File: src/rtl/frame_seq_pkg.sv
// Shared types, button indices and the camera clamp helper for the frame sequencer.
package frame_seq_pkg;

    typedef enum logic [2:0] {
        IDLE,
        PHYSICS,
        CAM,
        SETTLE,
        ENV,
        COMMIT
    } state_t;

    localparam int unsigned BTN_XN = 3;
    localparam int unsigned BTN_XP = 2;
    localparam int unsigned BTN_YN = 1;
    localparam int unsigned BTN_YP = 0;

    // Wide enough to hold any WORLD_BITS+1 sum as well as the int clamp limits.
    localparam int unsigned CLAMP_W = 34;

    function automatic logic signed [CLAMP_W-1:0] clamp_world(
        input logic signed [CLAMP_W-1:0] value,
        input logic signed [CLAMP_W-1:0] lo,
        input logic signed [CLAMP_W-1:0] hi
    );
        if (value < lo) begin
            return lo;
        end
        if (value > hi) begin
            return hi;
        end
        return value;
    endfunction

endpackage

File: src/rtl/frame_sequencer_camera_update.sv
// Combinational next-camera position: follow target or single-button step, clamped.
module camera_update
    import frame_seq_pkg::*;
#(
    parameter int WORLD_BITS = 18,
    parameter int CAM_STEP   = 5,
    parameter int CAM_MIN    = -65536,
    parameter int CAM_MAX    = 65535
)(
    input  logic                         follow_en,
    input  logic [3:0]                   btn,
    input  logic signed [WORLD_BITS-1:0] target_x,
    input  logic signed [WORLD_BITS-1:0] target_y,
    input  logic signed [WORLD_BITS-1:0] cam_x,
    input  logic signed [WORLD_BITS-1:0] cam_y,
    output logic signed [WORLD_BITS-1:0] next_x,
    output logic signed [WORLD_BITS-1:0] next_y
);

    localparam int unsigned SUM_W = WORLD_BITS + 1;
    localparam logic signed [SUM_W-1:0]   STEP = SUM_W'(CAM_STEP);
    localparam logic signed [CLAMP_W-1:0] LO   = CLAMP_W'(CAM_MIN);
    localparam logic signed [CLAMP_W-1:0] HI   = CLAMP_W'(CAM_MAX);

    logic signed [SUM_W-1:0] dx;
    logic signed [SUM_W-1:0] dy;
    logic signed [SUM_W-1:0] sum_x;
    logic signed [SUM_W-1:0] sum_y;

    // Pick the highest-priority button delta, or the follow target, one bit wider than world.
    always_comb begin
        dx = '0;
        dy = '0;
        if (btn[BTN_XN]) begin
            dx = -STEP;
        end else if (btn[BTN_XP]) begin
            dx = STEP;
        end else if (btn[BTN_YN]) begin
            dy = -STEP;
        end else if (btn[BTN_YP]) begin
            dy = STEP;
        end

        if (follow_en) begin
            sum_x = SUM_W'(target_x);
            sum_y = SUM_W'(target_y);
        end else begin
            sum_x = SUM_W'(cam_x) + dx;
            sum_y = SUM_W'(cam_y) + dy;
        end
    end

    assign next_x = WORLD_BITS'(clamp_world(CLAMP_W'(sum_x), LO, HI));
    assign next_y = WORLD_BITS'(clamp_world(CLAMP_W'(sum_y), LO, HI));

endmodule

File: src/rtl/frame_sequencer.sv
// Per-frame controller: physics step, camera update, environment stream, commit strobe.
module frame_sequencer
    import frame_seq_pkg::*;
#(
    parameter int WORLD_BITS     = 18,
    parameter int CAM_STEP       = 5,
    parameter int CAM_INIT_X     = 640,
    parameter int CAM_INIT_Y     = 360,
    parameter int CAM_MIN        = -65536,
    parameter int CAM_MAX        = 65535,
    parameter int SETTLE_CYCLES  = 2,
    parameter int TIMEOUT_CYCLES = 1200000
)(
    input  logic                         clk_in,
    input  logic                         rst_in,
    input  logic                         new_frame_in,
    input  logic [3:0]                   btn_in,
    input  logic                         follow_en_in,
    input  logic signed [WORLD_BITS-1:0] target_x_in,
    input  logic signed [WORLD_BITS-1:0] target_y_in,
    output logic                         physics_start_out,
    input  logic                         physics_done_in,
    output logic                         env_start_out,
    input  logic                         env_done_in,
    output logic signed [WORLD_BITS-1:0] camera_x_out,
    output logic signed [WORLD_BITS-1:0] camera_y_out,
    output logic                         commit_out,
    output logic                         busy_out,
    output logic [7:0]                   overrun_count_out,
    output logic                         timeout_out
);

    localparam int unsigned CNT_W = $clog2(TIMEOUT_CYCLES + SETTLE_CYCLES) + 1;
    localparam logic [CNT_W-1:0] CNT_TIMEOUT = CNT_W'(TIMEOUT_CYCLES - 1);
    localparam logic [CNT_W-1:0] CNT_SETTLE  = CNT_W'(SETTLE_CYCLES - 1);

    state_t state;
    state_t state_next;

    logic [CNT_W-1:0]             wait_cnt;
    logic                         wait_expired;
    logic                         physics_ok;
    logic                         env_ok;
    logic                         physics_start_d;
    logic                         env_start_d;
    logic                         commit_d;
    logic                         timeout_hit;
    logic                         cam_load;
    logic signed [WORLD_BITS-1:0] cam_next_x;
    logic signed [WORLD_BITS-1:0] cam_next_y;

    // A done level on the first cycle of a wait state is stale from the previous frame.
    assign physics_ok   = physics_done_in && (wait_cnt != '0);
    assign env_ok       = env_done_in && (wait_cnt != '0);
    assign wait_expired = (wait_cnt == CNT_TIMEOUT);

    camera_update #(
        .WORLD_BITS (WORLD_BITS),
        .CAM_STEP   (CAM_STEP),
        .CAM_MIN    (CAM_MIN),
        .CAM_MAX    (CAM_MAX)
    ) u_camera_update (
        .follow_en (follow_en_in),
        .btn       (btn_in),
        .target_x  (target_x_in),
        .target_y  (target_y_in),
        .cam_x     (camera_x_out),
        .cam_y     (camera_y_out),
        .next_x    (cam_next_x),
        .next_y    (cam_next_y)
    );

    // State register.
    always_ff @(posedge clk_in or posedge rst_in) begin
        if (rst_in) begin
            state <= IDLE;
        end else begin
            state <= state_next;
        end
    end

    // Next-state decode; done beats timeout when both land on the same cycle.
    always_comb begin
        state_next = state;
        case (state)
            IDLE:    if (new_frame_in) state_next = PHYSICS;
            PHYSICS: if (physics_ok || wait_expired) state_next = CAM;
            CAM:     state_next = SETTLE;
            SETTLE:  if (wait_cnt == CNT_SETTLE) state_next = ENV;
            ENV: begin
                if (env_ok) begin
                    state_next = COMMIT;
                end else if (wait_expired) begin
                    state_next = IDLE;
                end
            end
            COMMIT:  state_next = IDLE;
            default: state_next = IDLE;
        endcase
    end

    // Output decode: strobes are computed from the transition and registered below.
    always_comb begin
        busy_out        = (state != IDLE);
        physics_start_d = (state == IDLE) && (state_next == PHYSICS);
        env_start_d     = (state == SETTLE) && (state_next == ENV);
        commit_d        = (state == ENV) && (state_next == COMMIT);
        cam_load        = (state == CAM);
        timeout_hit     = ((state == PHYSICS) && !physics_ok && wait_expired) ||
                          ((state == ENV) && !env_ok && wait_expired);
    end

    // Registered outputs, camera, sticky flags and the shared wait counter.
    always_ff @(posedge clk_in or posedge rst_in) begin
        if (rst_in) begin
            physics_start_out <= 1'b0;
            env_start_out     <= 1'b0;
            commit_out        <= 1'b0;
            camera_x_out      <= WORLD_BITS'(CAM_INIT_X);
            camera_y_out      <= WORLD_BITS'(CAM_INIT_Y);
            overrun_count_out <= '0;
            timeout_out       <= 1'b0;
            wait_cnt          <= '0;
        end else begin
            physics_start_out <= physics_start_d;
            env_start_out     <= env_start_d;
            commit_out        <= commit_d;
            if (cam_load) begin
                camera_x_out <= cam_next_x;
                camera_y_out <= cam_next_y;
            end
            if (timeout_hit) begin
                timeout_out <= 1'b1;
            end
            if (new_frame_in && (state != IDLE) && (overrun_count_out != '1)) begin
                overrun_count_out <= overrun_count_out + 8'd1;
            end
            if (state_next != state) begin
                wait_cnt <= '0;
            end else if ((state == PHYSICS) || (state == SETTLE) || (state == ENV)) begin
                wait_cnt <= wait_cnt + CNT_W'(1);
            end
        end
    end

endmodule

File: config.mk
export PLATFORM = sky130hd
export DESIGN_NAME = frame_sequencer
export DESIGN_NICKNAME = d
export VERILOG_FILES = /design/src/rtl/frame_seq_pkg.sv /design/src/rtl/frame_sequencer_camera_update.sv /design/src/rtl/frame_sequencer.sv
export SDC_FILE = /design/constraint.sdc
export NUM_CORES = 1
export LEC_CHECK = 0
export CAP_MARGIN = 0
export CELL_PAD_IN_SITES_DETAIL_PLACEMENT = 1
export CELL_PAD_IN_SITES_GLOBAL_PLACEMENT = 1
export CORE_ASPECT_RATIO = 1.2
export CORE_MARGIN = 1
export CORE_UTILIZATION = 37
export CTS_BUF_LIST = sky130_fd_sc_hd__clkbuf_16
export CTS_CLUSTER_DIAMETER = 200
export DETAILED_ROUTE_END_ITERATION = 8
export GPL_TIMING_DRIVEN = 0
export HOLD_SLACK_MARGIN = 0.15
export PLACE_DENSITY = 0.84
export RECOVER_POWER = 50
export SLEW_MARGIN = 20
export SYNTH_ARGS = -nofsm -noshare
export SYNTH_HDL_FRONTEND = slang
export SYNTH_HIERARCHICAL = 1
export SYNTH_SLANG_ARGS = --single-unit
export TNS_END_PERCENT = 10
File: constraint.sdc
create_clock -name clk_in -period 2.93 [get_ports clk_in]
set_clock_uncertainty 0.05 [all_clocks]
set_input_delay 0.586 -clock clk_in [delete_from_list [all_inputs] [get_ports clk_in]]
set_output_delay 0.586 -clock clk_in [all_outputs]
set_load 0.005 [all_outputs]
======== After elaboration in Yosys (flattened, before gate mapping) ========
Cells that the tools add are included.
word-level totals
  bits in registers ....................... 73
  input port bits ......................... 46
  output and inout bits ................... 49
operators by class
  add/sub/neg operators ................... 4
  order comparisons ....................... 4
  eq/ne operators ......................... 11
  muxes and demuxes ....................... 30
  reductions and logical operators ........ 21
operators with widths
  kind                                                              count
  two-way mux 18 bit                                                8
  two-way mux 19 bit                                                6
  two-way mux 22 bit                                                2
  adder 18 x 19 -> 19 bit                                           2
  greater-than comparator 19 x 17 -> 1 bit (second input constant)  2
  < comparator 19 x 17 -> 1 bit (second input constant)             2
  adder 22 x 1 -> 22 bit (second input constant)                    1
  equality test 22 x 1 -> 1 bit (second input constant)             1
  equality test 22 x 21 -> 1 bit (second input constant)            1
  nonzero test 22 bit                                               1
  two-way mux 3 bit                                                 7
  case mux 3 bit (5 select lines)                                   1
  logical AND 1 bit                                                 11
  equality test 3 bit (second input constant)                       3
  adder 8 x 1 -> 8 bit (second input constant)                      1
  inequality test 8 bit (second input constant)                     1
  equality test 3 x 1 -> 1 bit (second input constant)              2
  equality test 3 x 2 -> 1 bit (second input constant)              2
  two-way mux 1 bit                                                 6
  logical OR 1 bit                                                  4
  zero test 3 bit                                                   1
  inequality test 3 bit                                             1
  nonzero test 3 bit                                                1
  zero test 1 bit                                                   2
  nonzero test 2 bit                                                1

======== Logic depth before layout (Yosys ltp) ========
  word-level depth ........................ 11
  depth in mapped cells ................... 16
  gate-level depth less buffers ........... 15

======== Modules after synthesis ========
The synthesis kept the hierarchy.
by module, submodules not included
  module           times used  cells an instance  area each (sq um)
  frame_sequencer  1           274                3288.2
  camera_update    1           363                2374.8

======== Worst setup path after synthesis ========
No wires, ideal clock.
  kind .................................... input-to-reg
  start ................................... input btn_in[3]
  end ..................................... register camera_y_out[2]
  setup time .............................. 0.125 ns
  arrival time ............................ 3.416 ns
  required time ........................... 2.755 ns
  path slack .............................. -0.661 ns
  stages on the path ...................... 15
  buffers on the path ..................... 2
  cell sequence ........................... nor2_1 > nand2_1 > inv_1 > ha_1 > clkbuf_1 > and3_1 > and3_1 > a221oi_1 > o21ai_0 > and3_1 > o21ai_1 > o311a_1 > buf_4 > a21oi_1 > mux2_2
between the ends
  longest elaborated chain between the ends .. 8
ends and longest elaborated chain
  element                                   line                                 text
  start: declaration                        frame_sequencer.sv:17                input logic [3:0] btn_in,
  two-way mux 19 bit (*)                    frame_sequencer_camera_update.sv:34  if (btn[BTN_XN]) begin
  adder 18 x 19 -> 19 bit (*)               frame_sequencer_camera_update.sv:49  sum_y = SUM_W'(cam_y) + dy;
  two-way mux 19 bit (*)                    frame_sequencer_camera_update.sv:44  if (follow_en) begin
  greater-than comparator 19 x 17 -> 1 bit  frame_seq_pkg.sv:29                  if (value > hi) begin
  two-way mux 1 bit (2 in a row)            frame_seq_pkg.sv:29
  two-way mux 18 bit                        frame_seq_pkg.sv:32                  return value;
  two-way mux 18 bit (*)                    frame_seq_pkg.sv:29
  via cam_next_y[2]                         frame_sequencer.sv:50                logic signed [WORLD_BITS-1:0] cam_next_y;
  end signal: assignment                    frame_sequencer.sv:120               camera_y_out <= WORLD_BITS'(CAM_INIT_Y);
  end signal: assignment                    frame_sequencer.sv:130               camera_y_out <= cam_next_y;
  end: declaration                          frame_sequencer.sv:26                output logic signed [WORLD_BITS-1:0] camera_y_out,
The timed path passes the listed nets; every way through them passes the cells marked *. The select of a mux whose other input is x is not followed.
A chain may end at the register's enable or synchronous reset.

======== Worst setup path in the final report ========
  start ................................... input btn_in[3]
  end ..................................... register camera_x_out[2]
between the ends
  longest elaborated chain between the ends .. 8
ends and longest elaborated chain
  element                                   line                                 text
  two-way mux 19 bit (*)                    frame_sequencer_camera_update.sv:34
  adder 18 x 19 -> 19 bit (*)               frame_sequencer_camera_update.sv:48  sum_x = SUM_W'(cam_x) + dx;
  two-way mux 19 bit (*)                    frame_sequencer_camera_update.sv:44
  greater-than comparator 19 x 17 -> 1 bit  frame_seq_pkg.sv:29
  two-way mux 1 bit (2 in a row)            frame_seq_pkg.sv:29
  two-way mux 18 bit                        frame_seq_pkg.sv:32
  two-way mux 18 bit (*)                    frame_seq_pkg.sv:29
  via cam_next_x[2]                         frame_sequencer.sv:49                logic signed [WORLD_BITS-1:0] cam_next_x;
  end signal: assignment                    frame_sequencer.sv:119               camera_x_out <= WORLD_BITS'(CAM_INIT_X);
  end signal: assignment                    frame_sequencer.sv:129               camera_x_out <= cam_next_x;
  end: declaration                          frame_sequencer.sv:25                output logic signed [WORLD_BITS-1:0] camera_x_out,
Marks and branches as above.

==> results.sh <==
export IMPL_status="finished with violations"
export IMPL_violations="setup timing"
export IMPL_synth_common_cells="dfrtp_1, a21oi_1, nor2_1, nand2_1, ha_1"
export IMPL_path_buf_inv=4
export IMPL_cts_buffer_depth=2
export IMPL_syn_nets=725
export IMPL_cpPeakStageDelay_ns=0.48
export IMPL_ys_flop_type="dfrtp_1"
export IMPL_dp_slack_ns=-2.50
export IMPL_dieArea_mm2=0.0158
export IMPL_synthCells=637
export IMPL_p_leak_nw=3.34
export IMPL_cp_slowest_cell="a2111oi_1"
export IMPL_swShare=0.447
export IMPL_setup_violations=32
export IMPL_place_area_mm2=0.00691
export IMPL_fp_dieW_um=115
export IMPL_power_frac_seq=0.219
export IMPL_grt_setup_unrepaired="true"
export IMPL_cap_violations=0
export IMPL_setup_tns_ns=-17.63
export IMPL_dr_total_vias=5985
export IMPL_drc=0
export IMPL_synth_seq_cells=73
export IMPL_antenna_found_initial=0
export IMPL_portBuffers=94
export IMPL_ir_drop_mv=0.376
export IMPL_p_comb_frac=0.651
export IMPL_path_max_fanout=8
export IMPL_synth_edf_count=0
export IMPL_design_area_mm2=0.00801
export IMPL_slew_viol_final=0
export IMPL_cts_tree="yes"
export IMPL_p_int_mw=4.46
export IMPL_cp_arrival_ns=3.75
export IMPL_track_usage=0.293
export IMPL_fmax_mhz=281
export IMPL_hpwl_mm=13.7
export IMPL_drive_above_1_share=0.259
export IMPL_critPathKind="in2reg"
export IMPL_fin_crit_sh=1.22
export IMPL_synth_most_common_cell="dfrtp_1"
export IMPL_synth_cell_area_mm2=0.00566
export IMPL_insertion_delay_ns=0.35
export IMPL_async_flop_share=1.00
export IMPL_htree_levels=3
export IMPL_crit_path_end_kind="flop"
export IMPL_start_kind="input pin"
export IMPL_grt_pass1_wl_mm=35.0
export IMPL_die_h_um=138
export IMPL_numPlacedInstances=936
export IMPL_drtIter0Drc=292
export IMPL_rows=49
export IMPL_grt_max_degree=56
export IMPL_netlist_area_leader_share=0.296
export IMPL_ys_warn_count=6
export IMPL_area_delta_synth_final_pct=41.5
export IMPL_wirelength_mm=23.4
export IMPL_worstMarginPinSlew_ns=0.855
export IMPL_synth_area_leaders="dfrtp_1, ha_1, mux2_2"
export IMPL_detail_route_antenna_nets=0
export IMPL_synth_top_area_cell="dfrtp_1"
export IMPL_grt_remaining_overflow=0
export IMPL_power_frac_clock=0.130
export IMPL_synth_cell_types=71
export IMPL_slew_headroom=0.427
export IMPL_cp_top_family="compound AO/OA/AOI/OAI gates"
export IMPL_initial_core_util=0.379
export IMPL_crit_top_cell="buf_4"
export IMPL_avgSynthCellArea_um2=8.89
export IMPL_io_pin_count=95
export IMPL_clk_pin_slew_worst_paths_ns=0.07
export IMPL_diodes=0
export IMPL_cts_root_buf="clkbuf_16"
export IMPL_worst_slack_ns=-0.633
export IMPL_min_period_ns=3.56
export IMPL_cts_buffers=9
export IMPL_crit_required_ns=3.12
export IMPL_hold_class="reg2reg"
export IMPL_grt_pass1_vias=6552
export IMPL_power_density_mw_per_mm2=1010
export IMPL_via_per_inst=6.05
export IMPL_first_pass_iters=5
export IMPL_finalHoldViolCount=0
export IMPL_yosysSeqAreaShare=0.324
export IMPL_gp_congestion=0.911
export IMPL_cp_cell_sequence="buf_16 -> buf_4 -> ha_1 -> clkbuf_2 -> nand4_1 -> nor2_2 -> nor2_1 -> a2111oi_1 -> nand3b_1 -> a31oi_1 -> o21ai_2 -> buf_4 -> a21oi_1 -> mux2_2"
export IMPL_final_nets=868
export IMPL_p_sw_mw=3.61
export IMPL_cts_sinks=73
export IMPL_stdcell_count=989
export IMPL_wl_per_cell_um=23.6
export IMPL_postCtsHoldBufs=0
export IMPL_coreArea_mm2=0.0150
layer usage:
layer / vias up / part of all wire / GRT usage
met5: - / 0 / 0
met4: 0 / 0.050 / 0.178
met3: 103 / 0.061 / 0.0620
met2: 306 / 0.52 / 0.520
met1: 2990 / 0.37 / 0.319
li1: 2586 / - / -
logic make-up (layout without fill, tap and decap cells):
family	after synthesis	in the layout	share of synthesized area
DFF	73	73	0.324
muxes	46	46	0.0895
adders and majority gates	42	42	0.0954
AOI/OAI and AO/OA	166	166	0.187
buffers and inverters	45	193	0.0384
and+or+nand+nor	214	214	0.186
xor gates and xnor gates	51	51	0.0789
registers in the layout (all words and copies together) (netlist names):
signal,cells
camera_x_out,18
camera_y_out,18
commit_out,1
env_start_out,1
overrun_count_out,8
physics_start_out,1
state,3
timeout_out,1
wait_cnt,22
metrics by stage:
stage | utilization | power, mW | hold slack, ns
6_report | 0.536 | 8.07 | 0.431
5_1_grt | 0.536 | 8.50 | 0.467
4_1_cts | 0.525 | 7.49 | 0.444
3_5_place_dp | 0.462 | 5.80 | 0.425
3_3_place_gp | 0.460 | 5.56 | 0.407
2_1_floorplan | - | 4.30 | 0.410
repair_timing:
item                       in CTS  in global routing
buffers inserted               33                  8
cloned                          2                  0
setup endpoints to repair      36                 34
hold endpoints to repair        0                  0
resized for setup              97                 37
pin swaps                      32                 20
power groups by stage:
stage / sequential (mW) / clock [mW] / combinational [mW]
floorplan: 1.66 / 0 / 2.63
global placement: 1.71 / 0 / 3.85
detailed placement: 1.73 / 0 / 4.07
CTS: 1.75 / 1.05 / 4.69
global route: 1.81 / 1.11 / 5.58
finish: 1.76 / 1.05 / 5.26
area by class of cell:
type | count | area [um^2]
Buffer | 22 | 148
Timing Repair Buffer | 136 | 1330
Fill cell | 1721 | 6950
Clock inverter | 7 | 37.5
Clock buffer | 9 | 225
Sequential cell | 73 | 1830
Inverter | 19 | 76.3
Multi-Input combinational cell | 519 | 4110
Tap cell | 204 | 255
worst register-to-register path, cell delays in order (launching register included):
cell and delay, ns:
dfrtp_1 0.40, ha_1 0.28, clkbuf_2 0.19, nand4_1 0.26, nor2_2 0.28, nor2_1 0.14, a2111oi_1 0.48, nand3b_1 0.25
a31oi_1 0.15, o21ai_2 0.26, buf_4 0.22, a21oi_1 0.12, mux2_2 0.30
layout by cell type (no fill, tap or decap), drive strengths merged, types with 30 or more instances in the layout:
cell           count
ha                40
mux2              37
xor2              30
a21oi             71
nand2             52
buf               53
o21ai             38
clkdlybuf4s50     84
nor2              66
dfrtp             67
worst paths after layout:
check                      slack [ns]              endpoint              from  cells past startpoint
max                             -0.63       camera_x_out[2]         btn_in[3]                     14
min                              0.43           timeout_out       timeout_out                      2
max reg2reg                     -0.57       camera_x_out[2]  camera_x_out[10]                     12
min reg2reg                      0.43           timeout_out       timeout_out                      2
max in group asynchronous        0.74       camera_y_out[4]            rst_in                      3
min in group asynchronous        0.78  overrun_count_out[6]            rst_in                      2
Power figures use the tool's default switching activity.
